<file path="config.mk">
export PLATFORM = sky130hd
export DESIGN_NAME = servo_slew
export DESIGN_NICKNAME = d
export VERILOG_FILES = /design/src/rtl/servo_slew.sv
export SDC_FILE = /design/constraint.sdc
export NUM_CORES = 1
export LEC_CHECK = 0
export BUFFER_PORTS_ARGS = -buffer_cell sky130_fd_sc_hd__buf_4
export CAP_MARGIN = 20
export CORE_MARGIN = 2
export CORE_UTILIZATION = 59
export CTS_CLUSTER_SIZE = 30
export DETAILED_ROUTE_END_ITERATION = 10
export PLACE_DENSITY = 0.9
export SLEW_MARGIN = 20
export SYNTH_ARGS = -nofsm -noshare
export SYNTH_HDL_FRONTEND = slang
export SYNTH_SLANG_ARGS = --single-unit
</file>
<file path="constraint.sdc">
create_clock -name Clk -period 6.55 [get_ports Clk]
set_input_delay 0.3275 -clock Clk [delete_from_list [all_inputs] [get_ports Clk]]
set_output_delay 0.3275 -clock Clk [all_outputs]
set_load 0.01 [all_outputs]
</file>
<file path="src/rtl/servo_slew.sv">
// Per-channel slew-rate limiter feeding the RC servo PWM stage: a bus-mapped target and rate per
// channel, and a periodic scan that steps each current position toward its target.
module servo_slew #(
  parameter int unsigned NUM_SERVO = 2,
  parameter int unsigned TICK_DIV  = 20000
) (
  input  logic                   Clk,
  input  logic                   Rst_n,
  input  logic [4:0]             Addr,
  input  logic [15:0]            DataWr,
  output logic [15:0]            DataRd,
  input  logic                   En,
  input  logic                   Rd,
  input  logic                   Wr,
  output logic [NUM_SERVO*8-1:0] Pos
);

  localparam int unsigned KW  = (NUM_SERVO > 1) ? $clog2(NUM_SERVO) : 1;
  localparam int unsigned TCW = $clog2(TICK_DIV);
  localparam logic [4:0]  ADDR_STATUS = 5'h1E;
  localparam logic [4:0]  ADDR_CTRL   = 5'h1F;

  typedef enum logic {IDLE, SCAN} state_t;

  state_t           state, stateNext;
  logic [KW-1:0]    k, kNext;
  logic [TCW-1:0]   tickCnt;
  logic             enable, overrun;
  logic [7:0]       tgt  [NUM_SERVO];
  logic [7:0]       rate [NUM_SERVO];
  logic [7:0]       cur  [NUM_SERVO];

  logic             tick, scanEn, wrEn, snap, statusWr, ctrlWr;
  logic [7:0]       curK, tgtK, rateK, stepVal;
  logic signed [8:0] d;
  logic [8:0]       mag;
  logic             unusedRd;

  // Reads have no side effects, so the strobe is not needed.
  assign unusedRd = Rd;

  assign wrEn     = Wr & En;
  assign ctrlWr   = wrEn && (Addr == ADDR_CTRL);
  assign statusWr = wrEn && (Addr == ADDR_STATUS);
  assign snap     = ctrlWr && DataWr[1];
  assign tick     = enable && (tickCnt == TCW'(TICK_DIV - 1));

  always_comb begin
    stateNext = state;
    kNext     = k;
    scanEn    = 1'b0;
    case (state)
      IDLE: begin
        if (tick) begin
          stateNext = SCAN;
          kNext     = '0;
        end
      end
      SCAN: begin
        scanEn = 1'b1;
        if (k == KW'(NUM_SERVO - 1)) begin
          stateNext = IDLE;
          kNext     = '0;
        end else begin
          kNext = k + 1'b1;
        end
      end
      default: stateNext = IDLE;
    endcase
    if (snap) begin
      stateNext = IDLE;
      kNext     = '0;
    end
  end

  always_comb begin
    curK  = '0;
    tgtK  = '0;
    rateK = '0;
    for (int unsigned i = 0; i < NUM_SERVO; i++) begin
      if (k == KW'(i)) begin
        curK  = cur[i];
        tgtK  = tgt[i];
        rateK = rate[i];
      end
    end
  end

  // Step computed on the pre-edge register values, so a same-cycle write only affects later scans.
  always_comb begin
    d   = $signed({1'b0, tgtK}) - $signed({1'b0, curK});
    mag = d[8] ? 9'(-d) : 9'(d);
    if ((rateK == 8'h00) || (mag <= {1'b0, rateK})) begin
      stepVal = tgtK;
    end else if (!d[8]) begin
      stepVal = curK + rateK;
    end else begin
      stepVal = curK - rateK;
    end
  end

  always_ff @(posedge Clk) begin
    if (!Rst_n) begin
      state   <= IDLE;
      k       <= '0;
      tickCnt <= '0;
      enable  <= 1'b0;
      overrun <= 1'b0;
      for (int unsigned i = 0; i < NUM_SERVO; i++) begin
        tgt[i]  <= 8'h80;
        rate[i] <= 8'h00;
        cur[i]  <= 8'h80;
      end
    end else begin
      state   <= stateNext;
      k       <= kNext;
      tickCnt <= (tickCnt == TCW'(TICK_DIV - 1)) ? '0 : tickCnt + 1'b1;
      if (ctrlWr) begin
        enable <= DataWr[0];
      end
      if (statusWr) begin
        overrun <= 1'b0;
      end
      if (tick && (state == SCAN)) begin
        overrun <= 1'b1;
      end
      for (int unsigned i = 0; i < NUM_SERVO; i++) begin
        if (wrEn && (Addr == 5'(i))) begin
          tgt[i]  <= DataWr[7:0];
          rate[i] <= DataWr[15:8];
        end
        if (snap) begin
          cur[i] <= tgt[i];
        end else if (scanEn && (k == KW'(i))) begin
          cur[i] <= stepVal;
        end
      end
    end
  end

  always_comb begin
    for (int unsigned i = 0; i < NUM_SERVO; i++) begin
      Pos[i*8 +: 8] = cur[i];
    end
  end

  always_comb begin
    DataRd = '0;
    for (int unsigned i = 0; i < NUM_SERVO; i++) begin
      if (Addr == 5'(i)) begin
        DataRd = {rate[i], tgt[i]};
      end
    end
    if (Addr == ADDR_STATUS) begin
      for (int unsigned i = 0; i < NUM_SERVO; i++) begin
        if (i < 15) begin
          DataRd[i] = (cur[i] != tgt[i]);
        end
      end
      DataRd[15] = overrun;
    end
    if (Addr == ADDR_CTRL) begin
      DataRd[0] = enable;
    end
  end

endmodule

</file>
==> results of run 1 <==
==> final cells by class <==
| class | instances | area (um2) |
|---|---|---|
| Clock inverter | 6 | 50.05 |
| Sequential cell | 67 | 1822 |
| Clock buffer | 10 | 148.9 |
| Multi-Input combinational cell | 358 | 2626 |
| Timing Repair Buffer | 59 | 442.9 |
| Fill cell | 561 | 2333 |
| Tap cell | 102 | 127.6 |
| Inverter | 15 | 56.30 |
==> registers in the layout (all words and copies together) (netlist names) <==
register / flops
cur: 16
enable: 1
k: 1
overrun: 1
rate: 16
state: 1
tgt: 16
tickCnt: 15
==> cell families after synthesis <==
family          count (synthesis)
simple gates                  150
mux                            48
fa+ha+maj                      28
flops                          67
xor+xnor                       51
buf+inv                        33
compound gates                 81
==> synth_stat cells (all sizes together), types with 3 or more instances <==
master | number | area share (%)
a21o | 4 | 0.71
o21a | 5 | 0.82
xor2 | 11 | 2.1
nor2 | 43 | 3.5
o31ai | 3 | 0.49
inv | 15 | 1.2
nand4 | 11 | 1.5
buf | 5 | 0.66
a21oi | 16 | 1.7
nand2b | 3 | 0.41
and3 | 21 | 3.0
mux2 | 8 | 2.0
nand2 | 31 | 2.5
xnor2 | 40 | 7.7
ha | 26 | 7.1
nor2b | 9 | 1.2
mux2i | 40 | 8.7
edfxtp | 48 | 31
and2 | 3 | 0.41
dfxtp | 19 | 8.3
nor3 | 3 | 0.33
nand3 | 14 | 1.5
o21ai | 26 | 2.8
clkbuf | 13 | 1.1
==> through the flow <==
step	hold slack [ns]	utilization (%)	setup slack, ns	instances
finish	0.2415	69.33	0.9254	617
global route	0.2259	69.33	0.7068	617
floorplan	0.4258	-	1.150	458
CTS	0.2374	69.33	1.033	617
global placement	0.4402	66.71	1.205	601
detailed placement	0.4611	66.71	1.074	601
==> critical path, delay by kind of cell, from the launching register on <==
family | cells | cell delay [ns]
multiplexers | 2 | 0.76
adder cells (fa/ha/maj) | 2 | 0.73
AND/OR/NAND/NOR | 1 | 0.43
XOR/XNOR | 1 | 0.11
AO/OA/AOI/OAI | 10 | 1.77
flip-flops | 1 | 0.90
buffers and inverters | 2 | 0.67
==> path summary, 6_finish.rpt <==
path | endpoint | cells past startpoint
max reg2reg | cur[0][2] | 18
max | cur[0][2] | 18
min | enable | 3
min reg2reg | tickCnt[0] | 1
==> layer usage <==
metal	GRT usage, %	share of wire (%)	vias to the layer above
met2	46.02	47	231
met3	5.588	9.1	53
met4	14.05	4.4	0
met1	36.67	40	1820
li1	-	-	1791
met5	0	0	-
==> power by group <==
part	internal [mW]	leakage, nW	switching (mW)
logic	0.127	1.37	0.156
clock network	0.167	0.105	0.183
registers	0.470	0.616	0.0199
==> results by group, run 1 <==
Status
  – Status: complete, no violations

CTS
  – Clk_lat worst skew: 0.36 ns
  – Root Buffer: clkbuf_8
  – Cts bufs inserted: 9
  – Post-CTS Resized: 0
  – H-tree levels: 3
  – Sink Count: 67
  – CTS Buffer Depth: 2
  – Clk pin slew, worst setup/hold paths: 0.09 ns
  – CTS tree: done
  – CTS Hold Bufs: 0
  – Setup repair bufs after CTS: 0

Setup path
  – FF-to-FF Start: k
  – WP data required: 6.67 ns
  – Slowest stage delay, CP: 0.90 ns
  – R2r setup slk: 0.93 ns
  – Most used cell, CP: o21a_1
  – Startpoint types: register
  – CP endpoint kind: register
  – CP max-delay cell: dfxtp_1
  – Crit path DAT: 5.74 ns
  – Critical path class: register to register
  – Crit path from: k
  – Worst Path Max Fanout: 19
  – Crit-path cells: buf_4 -> mux2_2 -> ha_1 -> o21a_1 -> o21ai_0 -> a211oi_2 -> or3b_1 -> o21ai_0 -> xnor2_1 -> ha_1 -> o21a_1 -> o21a_1 -> o22ai_1 -> a311o_1 -> o41ai_2 -> buf_4 -> mux2_2 -> o221a_2

Routing
  – Final WL: 11,510 um
  – Initial DRT Pass Iterations: 7
  – Post-DRT Antenna Nets: 0
  – Routed len/inst: 18.66 um
  – DRC Markers: 0
  – Via/cell ratio: 6.313
  – DRT iter0 DRCs: 324
  – Vias: 3,895

Final layout
  – Nets: 564
  – Most common cell after layout, fill and taps aside: buf_4
  – Share of cells above drive strength 1: 17.86%
  – Final instance area: 5274 um2
  – Leading cell types in the layout, fill and taps excluded: buf_4, edfxtp_1, nor2_1, mux2i_1, xnor2_1
  – Antenna diode instance count: 0
  – Area added between synthesis and finish: 15.20%

Floorplan
  – Die Span Y: 92.09 um
  – Row cnt: 32
  – Core area: 7607 um2
  – Die X: 92.09 um
  – Top Ports: 58
  – Starting Density: 60.18%
  – Die Area: 8481 um2

Synthesis
  – Sequential area share after synthesis: 39.79%
  – FF+latch count, synth: 67
  – Synth Area per Inst: 9.996 um2
  – Number of synthesized flops with an enable pin: 48
  – Main synth FF type: edfxtp_1
  – Adder-cell share of the synthesized area: 7.980%
  – Async SR Flop Fraction: 0%
  – Synth Area in XOR/XNOR: 9.757%
  – Synth Area in Simple Gates: 16.45%
  – Yosys warning count: 0
  – Netlist cell types: 61
  – Largest family of logic cells by synthesized area: simple AND/OR/NAND/NOR gates
  – Mapped cell area: 4578 um2
  – Synthesized Nets: 512
  – Cells after Synth: 458
  – Synth Area in Compound Gates: 12.35%
  – Mux cell area share after synthesis: 10.71%

Power
  – Leakage: 2.095 nW
  – Pwr/cell area: 212.7 nW/um2
  – Peak VDD IR: 179.8 uV
  – Power consumption: 1.122 mW

Placement
  – Cell Area, Placed: 5075 um2
  – I/O Buffers: 56
  – Final GP Congestion: 0.9241
  – Dpl hpwl: 8739 um

Timing
  – Worst-Margin Slew: 1.053 ns
  – Final setup skew: 0.01307 ns
  – FMAX: 177.8 MHz
  – Hold Vio Cnt, Final: 0
  – Final setup violation count: 0
  – Slew HR: 29.64%
  – Setup Total Neg Slack: 0 ns
  – Tcrit/Tclk final: 85.87%
  – Tmin final: 5.625 ns
  – RSZ-0062 raised after global routing: false
  – Slew Limit Fails: 0

GRT
  – Largest net degree at the start of global routing: 33
  – First-pass GRT wire length: 18,860 um
  – All-Layer GR Usage: 28.50%
  – Global route total overflow: 0
  – Initial antenna violation count: 0
  – Vias in the first global route: 3,899

Worst hold path
  – Hold wc startpoint: DataWr[0]
  – Hold crit path type: input pin to register

Job
  – Max Cap Viol: 0
No activity file was read; power rests on OpenSTA's default activity.
==> run 2: changes to the inputs <==
- CORE_UTILIZATION: 59 -> 53
- PLACE_DENSITY: 0.9 -> 0.86
- clock period: 6.55 -> 4.65 ns (I/O delays scaled with it)
==> run 2 against run 1 <==
Effect of this change: critical path type unchanged; largest power group unchanged; sequential cell count did not move; clock-buffer cell count increased by 1; critical endpoint is now cur[0][0]; utilization is 0.58 points lower.
==> results by group, run 2 (synthesis gave the netlist of run 1 again) <==
Final layout
  – Area added between synthesis and finish: 24.62%
  – # fillers: 600
  – Most common cell after layout, fill and taps aside: buf_4
  – Antenna diode instance count: 0
  – Share of cells above drive strength 1: 27.49%
  – Final instance area: 5705 um2
  – Leading cell types in the layout, fill and taps excluded: buf_4, edfxtp_1, nor2_1, xnor2_1, mux2i_1
  – Final core area utilization: 68.75%
  – Nets: 602
  – Largest registers: cur x16, rate x16, tgt x16

Timing
  – FMAX: 221.9 MHz
  – Final setup violation count: 0
  – Hold WS: 0.1752 ns
  – Tcrit/Tclk final: 96.93%
  – Final setup skew: 0.007136 ns
  – Worst-Margin Slew: 0.8967 ns
  – Slew Limit Fails: 0
  – RSZ-0062 raised after global routing: false
  – Slew HR: 40.09%
  – Fin worst setup slack: 0.1429 ns
  – Hold Vio Cnt, Final: 0
  – Tmin final: 4.507 ns

Setup path
  – FF-to-FF Start: k
  – Slowest stage delay, CP: 0.43 ns
  – Crit path from: k
  – Crit path DAT: 4.61 ns
  – Worst Path Max Fanout: 6
  – Critical path class: register to register
  – Most used cell, CP: buf_4
  – CP max-delay cell: dfxtp_4
  – Crit-path cells: mux2i_4 -> ha_2 -> inv_1 -> fa_1 -> a21o_2 -> buf_4 -> a221oi_4 -> o21a_2 -> buf_4 -> nand2_1 -> o21ai_0 -> ha_1 -> nor2b_1 -> o21a_1 -> o211ai_1 -> a311o_1 -> o41ai_2 -> buf_4 -> mux2i_4 -> o221a_1
  – CP endpoint kind: register
  – WP data required: 4.75 ns
  – Startpoint types: register

GRT
  – All-Layer GR Usage: 24.89%
  – Largest net degree at the start of global routing: 33
  – First-pass GRT wire length: 18,860 um
  – Initial antenna violation count: 0
  – Global route total overflow: 0
  – Vias in the first global route: 3,813

Routing
  – DRT iter0 DRCs: 236
  – Vias: 3,995
  – Post-DRT Antenna Nets: 0
  – Metal3 WL: 922 um
  – Initial DRT Pass Iterations: 5
  – DRC Markers: 0
  – Via/cell ratio: 6.071
  – Routed len/inst: 18.23 um
  – Final WL: 12,000 um
  – Met2 routed WL: 5597 um
  – DRT met1 WL: 5155 um
  – Max Used Layer: met4

Power
  – Pwr/cell area: 289.9 nW/um2
  – Power consumption: 1.654 mW
  – Leakage: 2.305 nW
  – Peak VDD IR: 211.1 uV

Floorplan
  – Starting Density: 55.16%
  – Die Area: 9397 um2
  – Die X: 96.94 um
  – Row cnt: 33
  – Top Ports: 58
  – Die Span Y: 96.94 um
  – Core area: 8299 um2

Placement
  – Cell Area, Placed: 5331 um2
  – Pre-CTS setup slack: -0.1366 ns
  – Final GP Congestion: 0.9714
  – Dpl hpwl: 9145 um
  – I/O Buffers: 56

CTS
  – Root Buffer: clkbuf_8
  – Cts bufs inserted: 9
  – Clk_lat worst skew: 0.35 ns
  – CTS tree: done
  – H-tree levels: 3
  – Clk pin slew, worst setup/hold paths: 0.08 ns
  – CTS Buffer Depth: 2
  – Sink Count: 67

Status
  – Status: complete, no violations

Job
  – Max Cap Viol: 0

Worst hold path
  – Hold wc startpoint: DataWr[7]
  – Hold crit path type: input pin to register
[run 2: layout make-up]
class	count	area (um2)	share of cell area, %
clock buffer	11	162.7	2.851
multi-input combinational	358	2759	48.36
timing repair buffer	97	729.5	12.79
inverter	15	56.30	0.9868
clock inverter	5	41.29	0.7237
tap	105	131.4	2.303
sequential	67	1826	32.00
[run 2: timing repair]
action / in CTS / in global routing
pin swaps: 0 / 8
hold buffers: 0 / 0
buffers inserted: 0 / 4
setup endpoints to repair: 16 / 16
resized for setup: 3 / 31
cloned: 1 / 0
[run 2: routing by layer]
| layer | vias to the layer above | GRT usage (%) |
|---|---|---|
| met5 | - | 0 |
| met4 | 0 | 9.101 |
| met3 | 34 | 4.552 |
| met2 | 197 | 39.80 |
| met1 | 1900 | 33.92 |
| li1 | 1864 | - |
[run 2: final timing paths]
path / to / slack, ns / depth (start not counted)
setup / recovery: cur[0][0] / 0.14 / 20
hold / removal: tgt[0][15] / 0.18 / 2
setup reg to reg: cur[0][0] / 0.14 / 20
hold reg to reg: tickCnt[0] / 0.47 / 1
[run 2: stage by stage]
stage | TNS [ns] | instances
after CTS | 0 | 654
final | 0 | 658
after detailed placement | -1.080 | 637
after global placement | -0.009779 | 637
after floorplan | 0 | 458
after global routing | 0 | 658
[run 2: power by group]
part           switching, mW  total, mW  internal (mW)
registers             0.0251      0.686          0.661
clock network          0.242      0.489          0.247
logic                  0.245      0.479          0.235
total                  0.512       1.65           1.14
[run 2: critical path: cells and delay by family, from the launching register on]
kind                     cells  cell delay, ns
AO/OA/AOI/OAI                9            1.72
AND/OR/NAND/NOR              2            0.19
adder cells (fa/ha/maj)      3            0.89
flip-flops                   1            0.43
buffers and inverters        4            0.57
multiplexers                 2            0.47
